[config.mk]
export PLATFORM = sky130hd
export DESIGN_NAME = id_stage_pipe
export DESIGN_NICKNAME = d
export VERILOG_FILES = /design/src/rtl/id_pkg.sv /design/src/rtl/id_fwd_mux.sv /design/src/rtl/id_stage_pipe.sv
export SDC_FILE = /design/constraint.sdc
export NUM_CORES = 1
export LEC_CHECK = 0
export BUFFER_PORTS_ARGS = -buffer_cell sky130_fd_sc_hd__buf_2
export CAP_MARGIN = 20
export CORE_MARGIN = 4
export CORE_UTILIZATION = 30
export CTS_BUF_LIST = sky130_fd_sc_hd__clkbuf_4
export DETAILED_ROUTE_END_ITERATION = 10
export GPL_TIMING_DRIVEN = 0
export SLEW_MARGIN = 15
export SYNTH_ARGS = -nofsm -noshare
export SYNTH_HDL_FRONTEND = slang
export SYNTH_SLANG_ARGS = --single-unit
[constraint.sdc]
create_clock -name clk -period 4.7 [get_ports clk]
set_clock_uncertainty 0.1 [all_clocks]
set_input_delay 0 -clock clk [delete_from_list [all_inputs] [get_ports clk]]
set_output_delay 0 -clock clk [all_outputs]
set_load 0.01 [all_outputs]
[src/rtl/id_pkg.sv]
// Shared decode definitions for the ID stage: opcode map, operand-2 source
// selector and the default data-segment / stack-pointer register numbers.
package id_pkg;

    // Opcode map, mirroring opcode.h
    localparam logic [3:0] OP_ADD  = 4'h0;
    localparam logic [3:0] OP_SUB  = 4'h1;
    localparam logic [3:0] OP_NAND = 4'h2;
    localparam logic [3:0] OP_XOR  = 4'h3;
    localparam logic [3:0] OP_INC  = 4'h4;
    localparam logic [3:0] OP_SRA  = 4'h5;
    localparam logic [3:0] OP_SRL  = 4'h6;
    localparam logic [3:0] OP_SLL  = 4'h7;
    localparam logic [3:0] OP_SW   = 4'h8;
    localparam logic [3:0] OP_LW   = 4'h9;
    localparam logic [3:0] OP_LHB  = 4'hA;
    localparam logic [3:0] OP_LLB  = 4'hB;
    localparam logic [3:0] OP_B    = 4'hC;
    localparam logic [3:0] OP_CALL = 4'hD;
    localparam logic [3:0] OP_RET  = 4'hE;
    localparam logic [3:0] OP_HLT  = 4'hF;

    localparam int DS_REG_DEF = 14;
    localparam int SP_REG_DEF = 15;

    // Where ALU operand 2 comes from
    typedef enum logic [2:0] {
        SRC_RF,
        SRC_IMM4S,
        SRC_IMM4Z,
        SRC_IMM8,
        SRC_ONE
    } src_e;

endpackage

[src/rtl/id_fwd_mux.sv]
// One operand's bypass selector: EX result beats WB data beats the register
// file. Register 0 is never bypassed, and a disabled port reads as zero.
module id_fwd_mux #(
    parameter int DATA_W = 16,
    parameter int AW     = 4,
    parameter int FWD_EN = 1
) (
    input  logic [DATA_W-1:0] rf_data_i,
    input  logic [AW-1:0]     addr_i,
    input  logic              re_i,
    input  logic              ex_we_i,
    input  logic              ex_is_load_i,
    input  logic [AW-1:0]     ex_waddr_i,
    input  logic [DATA_W-1:0] ex_wdata_i,
    input  logic              wb_we_i,
    input  logic [AW-1:0]     wb_waddr_i,
    input  logic [DATA_W-1:0] wb_wdata_i,
    output logic [DATA_W-1:0] opnd_o
);

    logic live;
    logic ex_hit;
    logic wb_hit;

    // Priority bypass; a load's EX value is not ready yet so it never bypasses
    always_comb begin
        live   = (FWD_EN != 0) && re_i && (addr_i != '0);
        ex_hit = live && ex_we_i && !ex_is_load_i && (ex_waddr_i == addr_i);
        wb_hit = live && wb_we_i && (wb_waddr_i == addr_i);
        if (!re_i)
            opnd_o = '0;
        else if (ex_hit)
            opnd_o = ex_wdata_i;
        else if (wb_hit)
            opnd_o = wb_wdata_i;
        else
            opnd_o = rf_data_i;
    end

endmodule

[src/rtl/id_stage_pipe.sv]
// Pipelined instruction decode: decodes one instruction per cycle, reads the
// register file, bypasses EX/WB results, detects load-use hazards and
// registers the decoded operation into the ID/EX latch.
module id_stage_pipe
    import id_pkg::*;
#(
    parameter int  DATA_W = 16,
    parameter int  NREG   = 16,
    parameter int  DS_REG = DS_REG_DEF,
    parameter int  SP_REG = SP_REG_DEF,
    parameter int  FWD_EN = 1,
    localparam int AW     = $clog2(NREG)
) (
    input  logic              clk,
    input  logic              rst,
    input  logic              in_valid,
    output logic              in_ready,
    input  logic [15:0]       instr,
    input  logic              flush,
    output logic [AW-1:0]     p0_addr,
    output logic [AW-1:0]     p1_addr,
    output logic              re0,
    output logic              re1,
    input  logic [DATA_W-1:0] p0,
    input  logic [DATA_W-1:0] p1,
    input  logic              ex_we,
    input  logic [AW-1:0]     ex_waddr,
    input  logic [DATA_W-1:0] ex_wdata,
    input  logic              ex_is_load,
    input  logic              wb_we,
    input  logic [AW-1:0]     wb_waddr,
    input  logic [DATA_W-1:0] wb_wdata,
    output logic              out_valid,
    input  logic              out_ready,
    output logic [DATA_W-1:0] out_alu1,
    output logic [DATA_W-1:0] out_alu2,
    output logic [3:0]        out_opcode,
    output logic [DATA_W-1:0] out_imm,
    output logic [AW-1:0]     out_dst,
    output logic              out_we,
    output logic              halted
);

    localparam logic [AW-1:0] DS_A = AW'(DS_REG);
    localparam logic [AW-1:0] SP_A = AW'(SP_REG);

    logic [3:0]        opc;
    logic [AW-1:0]     f2, f1, f0;
    logic [DATA_W-1:0] imm8_z, imm12_s, imm4_s, imm4_z;

    assign opc     = instr[15:12];
    assign f2      = AW'(instr[11:8]);
    assign f1      = AW'(instr[7:4]);
    assign f0      = AW'(instr[3:0]);
    assign imm8_z  = DATA_W'(instr[7:0]);
    assign imm12_s = {{(DATA_W-12){instr[11]}}, instr[11:0]};
    assign imm4_s  = {{(DATA_W-4){instr[3]}}, instr[3:0]};
    assign imm4_z  = DATA_W'(instr[3:0]);

    logic              d_re0, d_re1, d_we, d_hlt;
    logic [AW-1:0]     d_a0, d_a1, d_dst;
    logic [DATA_W-1:0] d_imm;
    src_e              d_src2;

    // Opcode -> read ports, operand-2 source, destination and immediate
    always_comb begin
        d_re0  = 1'b0;
        d_re1  = 1'b0;
        d_a0   = '0;
        d_a1   = '0;
        d_src2 = SRC_RF;
        d_dst  = '0;
        d_we   = 1'b0;
        d_imm  = '0;
        d_hlt  = 1'b0;
        case (opc)
            OP_ADD, OP_SUB, OP_NAND, OP_XOR: begin
                d_re0 = 1'b1; d_a0 = f1;
                d_re1 = 1'b1; d_a1 = f0;
                d_dst = f2;   d_we = 1'b1;
            end
            OP_INC: begin
                d_re0 = 1'b1; d_a0 = f1; d_src2 = SRC_IMM4S;
                d_dst = f2;   d_we = 1'b1;
            end
            OP_SRA, OP_SRL, OP_SLL: begin
                d_re0 = 1'b1; d_a0 = f1; d_src2 = SRC_IMM4Z;
                d_dst = f2;   d_we = 1'b1;
            end
            OP_SW: begin
                d_re0 = 1'b1; d_a0 = f2;
                d_re1 = 1'b1; d_a1 = DS_A;
                d_imm = imm8_z;
            end
            OP_LW: begin
                d_re1 = 1'b1; d_a1 = DS_A;
                d_dst = f2;   d_we = 1'b1;
                d_imm = imm8_z;
            end
            OP_LHB, OP_LLB: begin
                d_re0 = 1'b1; d_a0 = f2; d_src2 = SRC_IMM8;
                d_dst = f2;   d_we = 1'b1;
                d_imm = imm8_z;
            end
            OP_B: begin
                d_imm = imm12_s;
            end
            OP_CALL, OP_RET: begin
                d_re0 = 1'b1; d_a0 = SP_A; d_src2 = SRC_ONE;
                d_dst = SP_A; d_we = 1'b1;
                d_imm = (opc == OP_CALL) ? imm12_s : '0;
            end
            OP_HLT: d_hlt = 1'b1;
            default: ;
        endcase
    end

    logic rd_en;
    logic halted_q;

    // Reads only happen for a live instruction; addresses park at 0 otherwise
    assign rd_en   = in_valid && !halted_q && !rst;
    assign re0     = d_re0 && rd_en;
    assign re1     = d_re1 && rd_en;
    assign p0_addr = re0 ? d_a0 : '0;
    assign p1_addr = re1 ? d_a1 : '0;

    logic [DATA_W-1:0] fwd0, fwd1;

    id_fwd_mux #(.DATA_W(DATA_W), .AW(AW), .FWD_EN(FWD_EN)) u_fwd0 (
        .rf_data_i(p0), .addr_i(p0_addr), .re_i(re0),
        .ex_we_i(ex_we), .ex_is_load_i(ex_is_load), .ex_waddr_i(ex_waddr), .ex_wdata_i(ex_wdata),
        .wb_we_i(wb_we), .wb_waddr_i(wb_waddr), .wb_wdata_i(wb_wdata),
        .opnd_o(fwd0)
    );

    id_fwd_mux #(.DATA_W(DATA_W), .AW(AW), .FWD_EN(FWD_EN)) u_fwd1 (
        .rf_data_i(p1), .addr_i(p1_addr), .re_i(re1),
        .ex_we_i(ex_we), .ex_is_load_i(ex_is_load), .ex_waddr_i(ex_waddr), .ex_wdata_i(ex_wdata),
        .wb_we_i(wb_we), .wb_waddr_i(wb_waddr), .wb_wdata_i(wb_wdata),
        .opnd_o(fwd1)
    );

    logic [DATA_W-1:0] alu2;

    // Operand 2: bypassed register or one of the immediate forms
    always_comb begin
        case (d_src2)
            SRC_IMM4S: alu2 = imm4_s;
            SRC_IMM4Z: alu2 = imm4_z;
            SRC_IMM8:  alu2 = imm8_z;
            SRC_ONE:   alu2 = DATA_W'(1);
            default:   alu2 = fwd1;
        endcase
    end

    logic hit_ex0, hit_ex1, hit_wb0, hit_wb1, hazard;
    logic advance, take;
    logic out_valid_q;

    // Without bypassing any in-flight writer of a source register stalls;
    // with it only a load in EX does
    always_comb begin
        hit_ex0 = re0 && (p0_addr != '0) && ex_we && (ex_waddr == p0_addr);
        hit_ex1 = re1 && (p1_addr != '0) && ex_we && (ex_waddr == p1_addr);
        hit_wb0 = re0 && (p0_addr != '0) && wb_we && (wb_waddr == p0_addr);
        hit_wb1 = re1 && (p1_addr != '0) && wb_we && (wb_waddr == p1_addr);
        if (FWD_EN != 0)
            hazard = ex_is_load && (hit_ex0 || hit_ex1);
        else
            hazard = hit_ex0 || hit_ex1 || hit_wb0 || hit_wb1;
    end

    // A flush always drains the current instruction, even into a stalled latch
    assign advance  = out_ready || !out_valid_q;
    assign in_ready = flush ? !halted_q : (advance && !hazard && !halted_q);
    assign take     = in_valid && in_ready && !flush;

    logic [DATA_W-1:0] alu1_q, alu2_q, imm_q, alu1_d, alu2_d, imm_d;
    logic [3:0]        op_q, op_d;
    logic [AW-1:0]     dst_q, dst_d;
    logic              we_q, we_d, valid_d, halted_d;

    // ID/EX latch next state: load, bubble/kill, or hold under backpressure
    always_comb begin
        valid_d  = out_valid_q;
        alu1_d   = alu1_q;
        alu2_d   = alu2_q;
        imm_d    = imm_q;
        op_d     = op_q;
        dst_d    = dst_q;
        we_d     = we_q;
        halted_d = halted_q || (take && d_hlt);
        if (take) begin
            valid_d = 1'b1;
            alu1_d  = fwd0;
            alu2_d  = alu2;
            imm_d   = d_imm;
            op_d    = opc;
            dst_d   = d_dst;
            we_d    = d_we;
        end else if (flush || advance) begin
            valid_d = 1'b0;
            alu1_d  = '0;
            alu2_d  = '0;
            imm_d   = '0;
            op_d    = '0;
            dst_d   = '0;
            we_d    = 1'b0;
        end
    end

    // ID/EX latch and sticky halt flag
    always_ff @(posedge clk or posedge rst) begin
        if (rst) begin
            out_valid_q <= 1'b0;
            alu1_q      <= '0;
            alu2_q      <= '0;
            imm_q       <= '0;
            op_q        <= '0;
            dst_q       <= '0;
            we_q        <= 1'b0;
            halted_q    <= 1'b0;
        end else begin
            out_valid_q <= valid_d;
            alu1_q      <= alu1_d;
            alu2_q      <= alu2_d;
            imm_q       <= imm_d;
            op_q        <= op_d;
            dst_q       <= dst_d;
            we_q        <= we_d;
            halted_q    <= halted_d;
        end
    end

    assign out_valid  = out_valid_q;
    assign out_alu1   = alu1_q;
    assign out_alu2   = alu2_q;
    assign out_imm    = imm_q;
    assign out_opcode = op_q;
    assign out_dst    = dst_q;
    assign out_we     = we_q;
    assign halted     = halted_q;

endmodule

## Yosys cells after proc, flatten, opt, wreduce, memory -nomap -nowiden

Cells that the tools add are included.

| storage, ports and cells | value |
|---|---|
| bits of input ports | 96 |
| output and inout bits | 70 |
| bits in registers | 59 |
| logic and storage cells | 111 |

| cells by class | value |
|---|---|
| muxes and demuxes | 30 |
| equality and inequality tests | 23 |
| reductions and logical operators | 50 |

Operators by type and width:

| operator | count |
|---|---|
| $mux 16 | 11 |
| $pmux 16 s4 | 1 |
| $pmux 16 s3 | 1 |
| $eq 4x4->1 const B | 8 |
| $reduce_or 13->1 | 2 |
| $logic_and 1x1->1 | 24 |
| $mux 4 | 5 |
| $eq 4x3->1 const B | 4 |
| $eq 4x4->1 | 4 |
| $pmux 4 s2 | 2 |
| $pmux 3 s4 | 1 |
| $pmux 4 s3 | 1 |
| $reduce_or 11->1 | 1 |
| $eq 4x2->1 const B | 2 |
| $mux 1 | 8 |
| $reduce_bool 4->1 | 2 |
| $reduce_or 4->1 | 2 |
| $reduce_or 8->1 | 1 |
| $eq 3x2->1 const B | 2 |
| $logic_not 1->1 | 6 |
| $reduce_or 2->1 | 3 |
| $reduce_or 3->1 | 2 |
| $reduce_or 6->1 | 1 |
| $eq 4x1->1 const B | 1 |
| other kinds (5) | 8 |

## Longest topological paths before layout

Gate-level depths: netlist of run 1.

| depth | value |
|---|---|
| word-level depth | 19 |
| depth in mapped cells | 12 |
| depth with buffers taken out | 8 |

## By module

A second synthesis of run 1 with hierarchy kept.

| unflattened totals | value |
|---|---|
| cells, all modules | 562 |
| area, all modules | 4453.0 um^2 |

By module, submodules not included:

| module | times used | cells each | sequential area each (um^2) | area each (um^2) |
|---|---|---|---|---|
| id_stage_pipe | 1 | 370 | 1376.3 | 3236.9 |
| id_fwd_mux | 2 | 96 | 0.0 | 608.1 |

## Least setup slack after synthesis of run 1

No wires, ideal clock.

| path | value |
|---|---|
| kind | register -> register |
| start point | register halted_q (netlist: halted) |
| end point | register alu2_q[9] (netlist: out_alu2[9]) |
| setup time | 0.135 ns |
| buffers on the path | 1 |
| data required time | 4.465 ns |
| arrival time | 2.785 ns |
| period minus slack after synthesis | 3.021 ns |
| stages on the path, launching flop included | 10 |
| slack | 1.679 ns |
| cells stage by stage | dfrtp_1 > or4b_1 > buf_2 > a21oi_4 > o2111ai_1 > nor4_4 > mux2_2 > mux2_2 > a21oi_1 > o31ai_1 |

| on the way | value |
|---|---|
| word-level cells in the longest chain between the ends | 18 |
| elaborated cells between the ends (all ways) | 36 |
| classes of those cells | 3 x eq/ne; 8 x mux; 25 x reduce/logical |

RTL lines:

| element | line | source |
|---|---|---|
| from (decl) | id_stage_pipe.sv:119 | `logic halted_q;` |
| from (signal assigned) | id_stage_pipe.sv:232 | `halted_q <= halted_d;` |
| $logic_not 1->1 * | id_stage_pipe.sv:122 | `assign rd_en = in_valid && !halted_q && !rst;` |
| $logic_and 1x1->1 * (2 in a row) | id_stage_pipe.sv:122 |  |
| $logic_and 1x1->1 * | id_stage_pipe.sv:124 | `assign re1 = d_re1 && rd_en;` |
| via re1 | id_stage_pipe.sv:23 | `output logic re1,` |
| parallel branches: the longest is 14 deep, another holds $mux 16 | -- |  |
| to (signal assigned) | id_stage_pipe.sv:227 | `alu2_q <= alu2_d;` |
| to (decl) | id_stage_pipe.sv:179 | `logic [DATA_W-1:0] alu1_q, alu2_q, imm_q, alu1_d, alu2_d, imm_d;` |

Mark *: on every way through the listed nets, which the timed path passes.
A chain may end at the register's enable or synchronous reset.

## Worst setup path in the final report of run 1

| path | value |
|---|---|
| start point | register halted_q (netlist: halted) |
| end point | register alu1_q[3] (netlist: out_alu1[3]) |

| on the way | value |
|---|---|
| word-level cells in the longest chain between the ends | 18 |
| elaborated cells between the ends (all ways) | 35 |
| classes of those cells | 3 x eq/ne; 7 x mux; 25 x reduce/logical |

RTL lines:

| element | line | source |
|---|---|---|
| $logic_not 1->1 * | id_stage_pipe.sv:122, id_stage_pipe.sv:176 |  |
| $logic_and 1x1->1 (2 in a row) | id_stage_pipe.sv:122 |  |
| $logic_and 1x1->1, on equally long branches | id_stage_pipe.sv:123, id_stage_pipe.sv:124 |  |
| $mux 4, on equally long branches | id_stage_pipe.sv:125, id_stage_pipe.sv:126 |  |
| $reduce_bool 4->1, on equally long branches | id_fwd_mux.sv:27, id_stage_pipe.sv:164, id_stage_pipe.sv:165 |  |
| $logic_and 1x1->1, on equally long branches | id_fwd_mux.sv:27, id_stage_pipe.sv:164, id_stage_pipe.sv:165 |  |
| $logic_and 1x1->1, on equally long branches | id_fwd_mux.sv:28, id_stage_pipe.sv:164, id_stage_pipe.sv:165 |  |
| $logic_and 1x1->1, on equally long branches | id_stage_pipe.sv:164, id_stage_pipe.sv:165 |  |
| $logic_or 1x1->1 | -- |  |
| $logic_and 1x1->1 | id_stage_pipe.sv:169 | `hazard = ex_is_load && (hit_ex0 \|\| hit_ex1);` |
| $logic_not 1->1 | id_stage_pipe.sv:176 | `assign in_ready = flush ? !halted_q : (advance && !hazard && !halted_q);` |
| $logic_and 1x1->1 (2 in a row) | id_stage_pipe.sv:176 |  |
| $mux 1 | id_stage_pipe.sv:176 |  |
| $logic_and 1x1->1 (2 in a row) | id_stage_pipe.sv:177 | `assign take = in_valid && in_ready && !flush;` |
| $mux 16 / $reduce_bool 2->1 (equally long branches) | -- |  |
| to (signal assigned) | id_stage_pipe.sv:226 | `alu1_q <= alu1_d;` |
| to (decl) | id_stage_pipe.sv:179 |  |

Every way passes the cells marked *; elsewhere a longest branch is shown, timed or not.

==> qor.csv, run 1 <==
metric,value,unit
htree_levels,2,
core,0.01142,mm²
filler_cell_count,1135,
synthCells,374,
crit_path_end_kind,flip-flop,
hp-start,p1[3],
synth_area_leaders,"dfrtp_1, mux2i_1, o21ai_0",
start_util,0.3054,
pwr-share-seq,0.474,
insertion_delay,380,ps
antenna_left,0,
ys_async_sr_fraction,1.000,
hpwl,10.74,mm
setup_slack,668.3,ps
wl,14.14,mm
r2r_slack,670,ps
synth-edff-count,0,
track_usage,0.2046,
yosysWarningCount,0,
fin_crit,4032,ps
post-place-ws,1101,ps
hp-class,input port to flip-flop,
place_congestion,0.8793,
setup_viol,0,
whs,21.28,ps
syn-num-nets,470,
post_drt_via_cell_ratio,5.311,
power_per_cell_area,206.3,mW/mm²
critical_path.startpoint,halted,
final_common_cell,buf_2,
grt_overflow_total,0,
die_y,115.8,µm
worst_setup_path_start_kind,flip-flop,
maxCapViolCount,0,
arrival,4260,ps
vias,3978,
r2r_start,halted,
cts-root-buf,clkbuf_4,
grt_max_degree,56,
finalHoldViolCount,0,
pwr-share-comb,0.270,
worstPathRequired,4930,ps
areaGrowthSynthToFinish,48.08,%
synthDistinctLibCells,59,
yosys.area.top_type_share,0.3947,
ys_ff_latch,55,
clkSinkCount,55,
leakage,2.610,nW
mostFrequentLayoutCells,"buf_2, dlygate4sd3_1, dfrtp_1",
row_count,39,
seq_area_frac_synth,0.3947,
clockBufferDepth,2,
p_int,0.7313,mW
worst_slew_pin_slew,774.0,ps
die_area,0.01341,mm²
clkSlewWorstSetupHoldPaths,170,ps
pwr-share-clk,0.256,
io_buffers,164,
drive_gt1_frac,0.3273,
ir_worst_vdd,163.8,µV
rsz0062_at_grt,no,
yosysTopAreaCell,dfrtp_1,
io_pins,166,
first_pass_iters,5,
placedCellCount,681,
cts_made_buffers,5,
switchingPower,0.3338,mW
grt_pass1_vias,3938,
status,finished clean,
fin_tns_setup,0,ps
grt_antenna_before_repair,1,
syn_avg_cell_area,9.324,µm²
drtIter0Drc,233,
synth_area,0.003487,mm²
avgRoutedWirePerCell,18.88,µm
maxSlewViolCount,0,
die_x,115.8,µm
criticalPathCategory,flip-flop to flip-flop,
fin_cells,749,
finish.net_count,700,
tritoncts,built,
slew_headroom,0.4818,
crit_fanout,10,
fin_crit_sh,0.8578,
drc_errors,0,
switching_share,0.3134,
post_cts_buffers,0,
synthFlopType,dfrtp_1,
fmax,248.0,MHz
grt_pass1_wl,21.39,mm
cell families (layout without fill, tap and decap cells):
logic type / Yosys count / after routing / synth area share
buffers and inverters: 38 / 269 / 0.04808
AOI/OAI and AO/OA: 155 / 155 / 0.2971
other: 0 / 1 / 0
and+or+nand+nor: 78 / 78 / 0.1216
DFF: 55 / 55 / 0.3947
xor gates and xnor gates: 10 / 10 / 0.02512
muxes: 38 / 38 / 0.1134
final timing paths:
check / endpoint / cells past startpoint
min reg2reg: out_alu2[6] / 2
max reg2reg: out_alu1[3] / 10
max in group asynchronous: out_opcode[0] / 3
min: out_alu2[3] / 4
max: out_alu1[3] / 10
min in group asynchronous: out_opcode[3] / 3
power groups by stage:
stage | logic [mW] | registers (mW) | clock network [mW]
after floorplan | 0.123 | 0.520 | 0
after global placement | 0.255 | 0.513 | 0
after detailed placement | 0.257 | 0.513 | 0
after CTS | 0.288 | 0.505 | 0.278
after global routing | 0.316 | 0.508 | 0.294
final | 0.287 | 0.505 | 0.273
flip-flops by register name, summed over array words and instances (netlist names):
| name | count |
|---|---|
| out_opcode | 4 |
| halted | 1 |
| out_alu1 | 16 |
| out_we | 1 |
| out_alu2 | 16 |
| out_imm | 12 |
| out_valid | 1 |
| out_dst | 4 |
Yosys cell counts, types with 2 or more instances:
library cell	number
nor3_1	3
nand3_1	5
buf_4	5
a21oi_1	28
nor3b_1	3
xor2_1	4
nor4_1	3
mux2_1	4
nor2b_1	2
buf_2	5
nor2_1	20
nand2b_1	8
o21a_1	5
dfrtp_1	55
o31ai_1	6
o21ai_0	47
o211ai_1	3
a311oi_1	2
clkbuf_1	14
buf_1	3
inv_1	10
a22oi_1	19
a22o_1	24
a31oi_1	2
mux2i_1	26
mux2_2	8
nand4_1	4
xnor2_1	6
nand2_1	18
o21ai_1	3
final cells by class:
cell class                 count  area [µm²]  share of cell area
inverter                      11       43.79            0.008481
clock inverter                 3       43.79            0.008481
timing repair buffer         223        1411              0.2733
buffer                        27       126.4             0.02447
multi-input combinational    281        1943              0.3763
antenna                        1       2.502           0.0004846
clock buffer                   5       37.54            0.007269
sequential                    55        1376              0.2665
tap                          143       178.9             0.03465
stage by stage:
stage | instance area (µm²) | util | power [mW]
after global placement | 4487 | 0.3929 | 0.7674
final | 5164 | 0.4522 | 1.065
after detailed placement | 4489 | 0.3932 | 0.7701
after global routing | 5164 | 0.4522 | 1.117
after floorplan | 3487 | - | 0.6429
after CTS | 5161 | 0.4520 | 1.071
layer usage:
| metal | global-route usage | share of wire | vias to the layer above |
|---|---|---|---|
| li1 | - | - | 1872 |
| met1 | 0.2737 | 0.43 | 1907 |
| met2 | 0.3491 | 0.48 | 176 |
| met3 | 0.02924 | 0.075 | 23 |
| met4 | 0.05104 | 0.018 | 0 |
| met5 | 0 | 0 | - |
critical path, stage by stage (launching register included):
cell,delay (ps)
dfrtp_1,470
nor3b_1,390
o211ai_1,410
a21oi_1,440
xnor2_1,170
nand3_1,180
nor3_2,530
clkbuf_1,460
a22oi_1,120
o21ai_0,120
dlygate4sd3_1,580
repair_timing:
action / in CTS / in global routing
endpoints found under the hold margin: 103 / 0
resized for setup: 0 / 0
endpoints found under the setup margin: 0 / 0
hold buffers: 59 / 0
No activity file was read; power rests on OpenSTA's default activity.
==> run 2: changes to the inputs <==
--- a/config.mk
+++ b/config.mk
@@ -8,10 +8,12 @@
 export BUFFER_PORTS_ARGS = -buffer_cell sky130_fd_sc_hd__buf_2
 export CAP_MARGIN = 20
 export CORE_MARGIN = 4
-export CORE_UTILIZATION = 30
+export CORE_UTILIZATION = 50
 export CTS_BUF_LIST = sky130_fd_sc_hd__clkbuf_4
 export DETAILED_ROUTE_END_ITERATION = 10
 export GPL_TIMING_DRIVEN = 0
+export PLACE_DENSITY = 0.85
+export RECOVER_POWER = 25
 export SLEW_MARGIN = 15
 export SYNTH_ARGS = -nofsm -noshare
 export SYNTH_HDL_FRONTEND = slang
==> qor.csv, run 2 (synthesis gave the netlist of run 1 again) <==
metric,value,unit,change
switchingPower,0.3255,mW,-2.5%
wl_met1,5.446,mm,-11%
power_per_cell_area,198.4,mW/mm²,-3.8%
vias,4256,,+7.0%
leakage,2.598,nW,-0.49%
pwr-share-seq,0.500,,+0.026
hp-class,input port to flip-flop,,
tritoncts,built,,
crit_path_end_kind,flip-flop,,
placedCellCount,635,,-6.8%
fmax,248.3,MHz,+0.12%
cts_made_buffers,5,,unchanged
drive_gt1_frac,0.3196,,-0.007668
switching_share,0.3225,,+0.009071
rsz0062_at_grt,no,,
finalHoldViolCount,0,,unchanged
drtIter0Drc,321,,+38%
grt_overflow_total,0,,unchanged
wl,14.09,mm,-0.36%
grt_pass1_vias,4361,,+11%
clockBufferDepth,2,,unchanged
final_common_cell,buf_2,,
mostFrequentLayoutCells,"buf_2, dlygate4sd3_1, dfrtp_1",,
hp-start,instr[15],,
slew_headroom,-0.007952,,-0.4897
drc_errors,0,,unchanged
die_y,91.51,µm,-21%
top_layer_used,met4,,
arrival,4230,ps,-30 ps
critical_path.startpoint,halted,,
ir_worst_vdd,129.1,µV,-21%
pwr-share-comb,0.288,,+0.018
crit_fanout,10,,unchanged
pwr-share-clk,0.212,,-0.044
hpwl,9.467,mm,-12%
clkSlewWorstSetupHoldPaths,160,ps,about the same
post_cts_buffers,0,,unchanged
htree_levels,2,,unchanged
filler_cell_count,453,,-60%
worst_slew_pin_slew,1512,ps,+738.0 ps
grt_max_degree,29,,-48%
first_pass_iters,5,,unchanged
io_pins,166,,unchanged
wl_met3,1.345,mm,+28%
cts-root-buf,clkbuf_4,,
core,0.006794,mm²,-40%
r2r_slack,670,ps,about the same
io_buffers,164,,unchanged
grt_antenna_before_repair,0,,-1
row_count,30,,-23%
p_int,0.6838,mW,-6.5%
insertion_delay,380,ps,about the same
r2r_start,halted,,
worstPathRequired,4900,ps,-30 ps
fin_crit,4027,ps,-5.008 ps
maxCapViolCount,1,,+1
fin_tns_setup,0,ps,unchanged
worst_setup_path_start_kind,flip-flop,,
fin_crit_sh,0.8567,,-0.001066
grt_pass1_wl,22.58,mm,+5.5%
post_drt_via_cell_ratio,6.054,,+14%
fin_cells,703,,-6.1%
wl_met2,6.711,mm,-0.46%
ctsHoldBuffers,60,,+1.7%
multiInputGateArea,0.001943,mm²,unchanged
place_congestion,0.9486,,+7.9%
die_x,91.51,µm,-21%
diodes,0,,-1
antenna_left,0,,unchanged
finish.net_count,702,,+0.29%
track_usage,0.3396,,+0.1350
status,finished with violations,,
clkSinkCount,55,,unchanged
violations,"max-capacitance violations, max-slew violations",,
avgRoutedWirePerCell,20.05,µm,+6.2%
die_area,0.008374,mm²,-38%
start_util,0.5133,,+0.2079
criticalPathCategory,flip-flop to flip-flop,,
areaGrowthSynthToFinish,45.89,%,
regArea,0.001376,mm²,unchanged
maxSlewViolCount,29,,+29
setup_viol,0,,unchanged
total_power,1.009,mW,-5.2%
ctsResizeCount,0,,unchanged
==> run 2: final timing paths <==
check,depth (start not counted),end
setup reg to reg,10,out_alu2[8]
min in group asynchronous,3,out_alu1[10]
hold reg to reg,2,out_dst[3]
setup / recovery,10,out_alu2[8]
max in group asynchronous,4,out_alu2[4]
hold / removal,3,out_opcode[3]
==> run 2: area by class of cell <==
class | count | share of cell area
clock buffer | 6 | 0.008854
timing repair buffer | 225 | 0.2796
clock inverter | 2 | 0.002459
tap | 96 | 0.02361
buffer | 27 | 0.02484
multi-input combinational | 281 | 0.3819
sequential | 55 | 0.2705
inverter | 11 | 0.008116
==> run 2: metrics by stage <==
step	instance area [µm²]	setup WS (ps)	hold slack [ps]	util
CTS	5106	746.7	4.744	0.7516
global placement	4428	1231	142.6	0.6518
finish	5087	673.3	16.47	0.7488
global route	5087	500.5	30.22	0.7488
floorplan	3487	1679	32.73	-
detailed placement	4448	1196	47.02	0.6547
==> run 2: per-layer routing <==
| metal | vias to the layer above | track usage |
|---|---|---|
| met2 | 307 | 0.5715 |
| met1 | 2007 | 0.4172 |
| met4 | 0 | 0.1420 |
| li1 | 1880 | - |
| met5 | - | 0 |
| met3 | 62 | 0.07622 |
==> run 2: power groups by stage <==
stage | logic [mW] | clock network (mW) | registers (mW)
floorplan | 0.123 | 0 | 0.520
global placement | 0.244 | 0 | 0.512
detailed placement | 0.251 | 0 | 0.513
CTS | 0.283 | 0.216 | 0.504
global route | 0.315 | 0.236 | 0.507
finish | 0.291 | 0.214 | 0.505
==> run 2: critical path, cell delays in order (launching register included) <==
cell	delay [ps]
dfrtp_1	470
or4b_1	500
buf_2	180
a21oi_4	290
o2111ai_1	230
nor4_4	640
buf_4	350
mux2i_1	230
dlygate4sd3_1	600
o21ai_0	110
a22o_1	230
==> run 3: changes to the inputs <==
--- a/config.mk
+++ b/config.mk
@@ -8,11 +8,11 @@
 export BUFFER_PORTS_ARGS = -buffer_cell sky130_fd_sc_hd__buf_2
 export CAP_MARGIN = 20
 export CORE_MARGIN = 4
-export CORE_UTILIZATION = 50
+export CORE_UTILIZATION = 48
 export CTS_BUF_LIST = sky130_fd_sc_hd__clkbuf_4
 export DETAILED_ROUTE_END_ITERATION = 10
 export GPL_TIMING_DRIVEN = 0
-export PLACE_DENSITY = 0.85
+export PLACE_DENSITY = 0.82
 export RECOVER_POWER = 25
 export SLEW_MARGIN = 15
 export SYNTH_ARGS = -nofsm -noshare
==> constraint.sdc (replaced) <==
create_clock -name clk -period 4.2 [get_ports clk]
set_clock_uncertainty 0.1 [all_clocks]
set_input_delay 0 -clock clk [delete_from_list [all_inputs] [get_ports clk]]
set_output_delay 0 -clock clk [all_outputs]
set_load 0.01 [all_outputs]
==> qor.csv, run 3 (synthesis gave the netlist of run 1 again) <==
metric,value,unit,change
io_buffers,164,,unchanged
final_cell_area,0.005129,mm²,+0.81%
avgRoutedWirePerCell,22.21,µm,+11%
fin_crit,4045,ps,+17.82 ps
multiInputGateArea,0.001949,mm²,+0.32%
slew_headroom,-0.3327,,-0.3248
finish.utilization,0.7426,,-0.006231
fin_tns_setup,0,ps,unchanged
whs,10.51,ps,-5.956 ps
grt_overflow_total,0,,unchanged
track_usage,0.3549,,+0.01530
worstReg2RegEnd,out_alu2[1],,
die_x,93.24,µm,+1.9%
grt_pass1_wl,24.18,mm,+7.1%
setup_viol,0,,unchanged
post_dp_cell_area,0.004448,mm²,unchanged
wl,15.70,mm,+11%
worst_setup_path_start_kind,flip-flop,,
mostFrequentLayoutCells,"buf_2, dlygate4sd3_1, dfrtp_1",,
io_pins,166,,unchanged
maxCapViolCount,1,,unchanged
die_y,93.24,µm,+1.9%
setup_slack,155.5,ps,-517.8 ps
worstPathRequired,4400,ps,-500 ps
clkSlewWorstSetupHoldPaths,160,ps,about the same
vias,4424,,+3.9%
holdPathStages,3,,unchanged
final_common_cell,buf_2,,
grt_antenna_before_repair,0,,unchanged
cts-root-buf,clkbuf_4,,
post-place-ws,780.0,ps,-416.4 ps
total_power,1.156,mW,+14%
worst_r2r_path_depth,10,,unchanged
r2r_start,halted,,
fmax,247.2,MHz,-0.44%
placedCellCount,635,,unchanged
die_area,0.008693,mm²,+3.8%
place_congestion,0.9037,,-4.7%
finalHoldViolCount,0,,unchanged
power_per_cell_area,225.3,mW/mm²,+14%
fin_cells,707,,+0.57%
fin_crit_sh,0.9630,,+0.1062
criticalPathCategory,flip-flop to flip-flop,,
regArea,0.001376,mm²,unchanged
cts_made_buffers,5,,unchanged
htree_levels,2,,unchanged
clockBufferDepth,2,,unchanged
hp-class,input port to flip-flop,,
antenna_left,0,,unchanged
tritoncts,built,,
worst_slew_pin_slew,1999,ps,+487.2 ps
filler_cell_count,500,,+10%
post_cts_buffers,0,,unchanged
hpwl,9.992,mm,+5.5%
finish.net_count,705,,+0.43%
drtIter0Drc,452,,+41%
arrival,4240,ps,about the same
crit_fanout,10,,unchanged
core,0.006907,mm²,+1.7%
ir_worst_vdd,131.3,µV,+1.7%
insertion_delay,370,ps,about the same
grt_pass1_vias,4595,,+5.4%
post_drt_via_cell_ratio,6.257,,+3.4%
clkSinkCount,55,,unchanged
maxSlewViolCount,37,,+28%
hp-start,instr[12],,
drive_gt1_frac,0.3230,,+0.003346
first_pass_iters,6,,+1
drc_errors,0,,unchanged
grt_max_degree,37,,+28%
min_to,out_opcode[0],,
start_util,0.5049,,-0.008368
crit_path_end_kind,flip-flop,,
areaGrowthSynthToFinish,47.08,%,
status,finished with violations,,
leakage,2.624,nW,+1.0%
row_count,30,,unchanged
violations,"max-capacitance violations, max-slew violations",,
r2r_slack,160,ps,-520 ps
==> run 3: cell types whose count changed in the layout (fill, tap and decap cells not counted), sizes merged <==
cell / before / now
dlygate4sd3: 60 / 63
buf: 175 / 176
clkbuf: 23 / 22
clkinv: 3 / 2
clkinvlp: 0 / 1
diode: 0 / 1
==> run 3: area by class of cell <==
class,instances,share of cell area
clock inverters,2,0.002440
flip-flops and latches,55,0.2684
diodes,1,0.0004879
repair buffers,228,0.2835
clock buffers,6,0.008783
multi-input cells,281,0.3801
well taps,96,0.02342
inverters,11,0.008051
plain buffers,27,0.02488
==> run 3: timing repair <==
item	CTS	global route
hold buffers	63	0
endpoints found under the hold margin	102	0
endpoints found under the setup margin	0	11
gates resized for setup	0	3
==> run 3: power breakdown <==
| group | total (mW) | internal (mW) | switching (mW) |
|---|---|---|---|
| registers | 0.566 | 0.550 | 0.0154 |
| logic | 0.338 | 0.146 | 0.192 |
| clock network | 0.252 | 0.0715 | 0.181 |
| total | 1.16 | 0.767 | 0.388 |
==> run 3: how the worst max path moves through the flow <==
stage                      start     endpoint  cells past startpoint
after floorplan           halted  out_alu2[9]                      9
after global placement    halted  out_alu2[0]                      9
after detailed placement  halted  out_alu2[0]                      9
after CTS                 halted  out_alu2[1]                     10
after global routing      halted  out_alu2[1]                     10
final                     halted  out_alu2[1]                     10
==> run 3: per-layer routing <==
metal / global-route usage / share of wire
met4: 0.1709 / 0.052
met2: 0.5968 / 0.47
met3: 0.09574 / 0.12
met5: 0 / 0
met1: 0.4176 / 0.36
==> run 3: worst max-delay path, cell delays in order, from the launching register on <==
cell           delay, ps
dfrtp_1              470
or4b_1               510
buf_2                190
a21oi_4              310
o2111ai_1            250
nor4_4               610
buf_4                350
mux2i_1              240
dlygate4sd3_1        600
o21ai_0              100
a22o_1               230
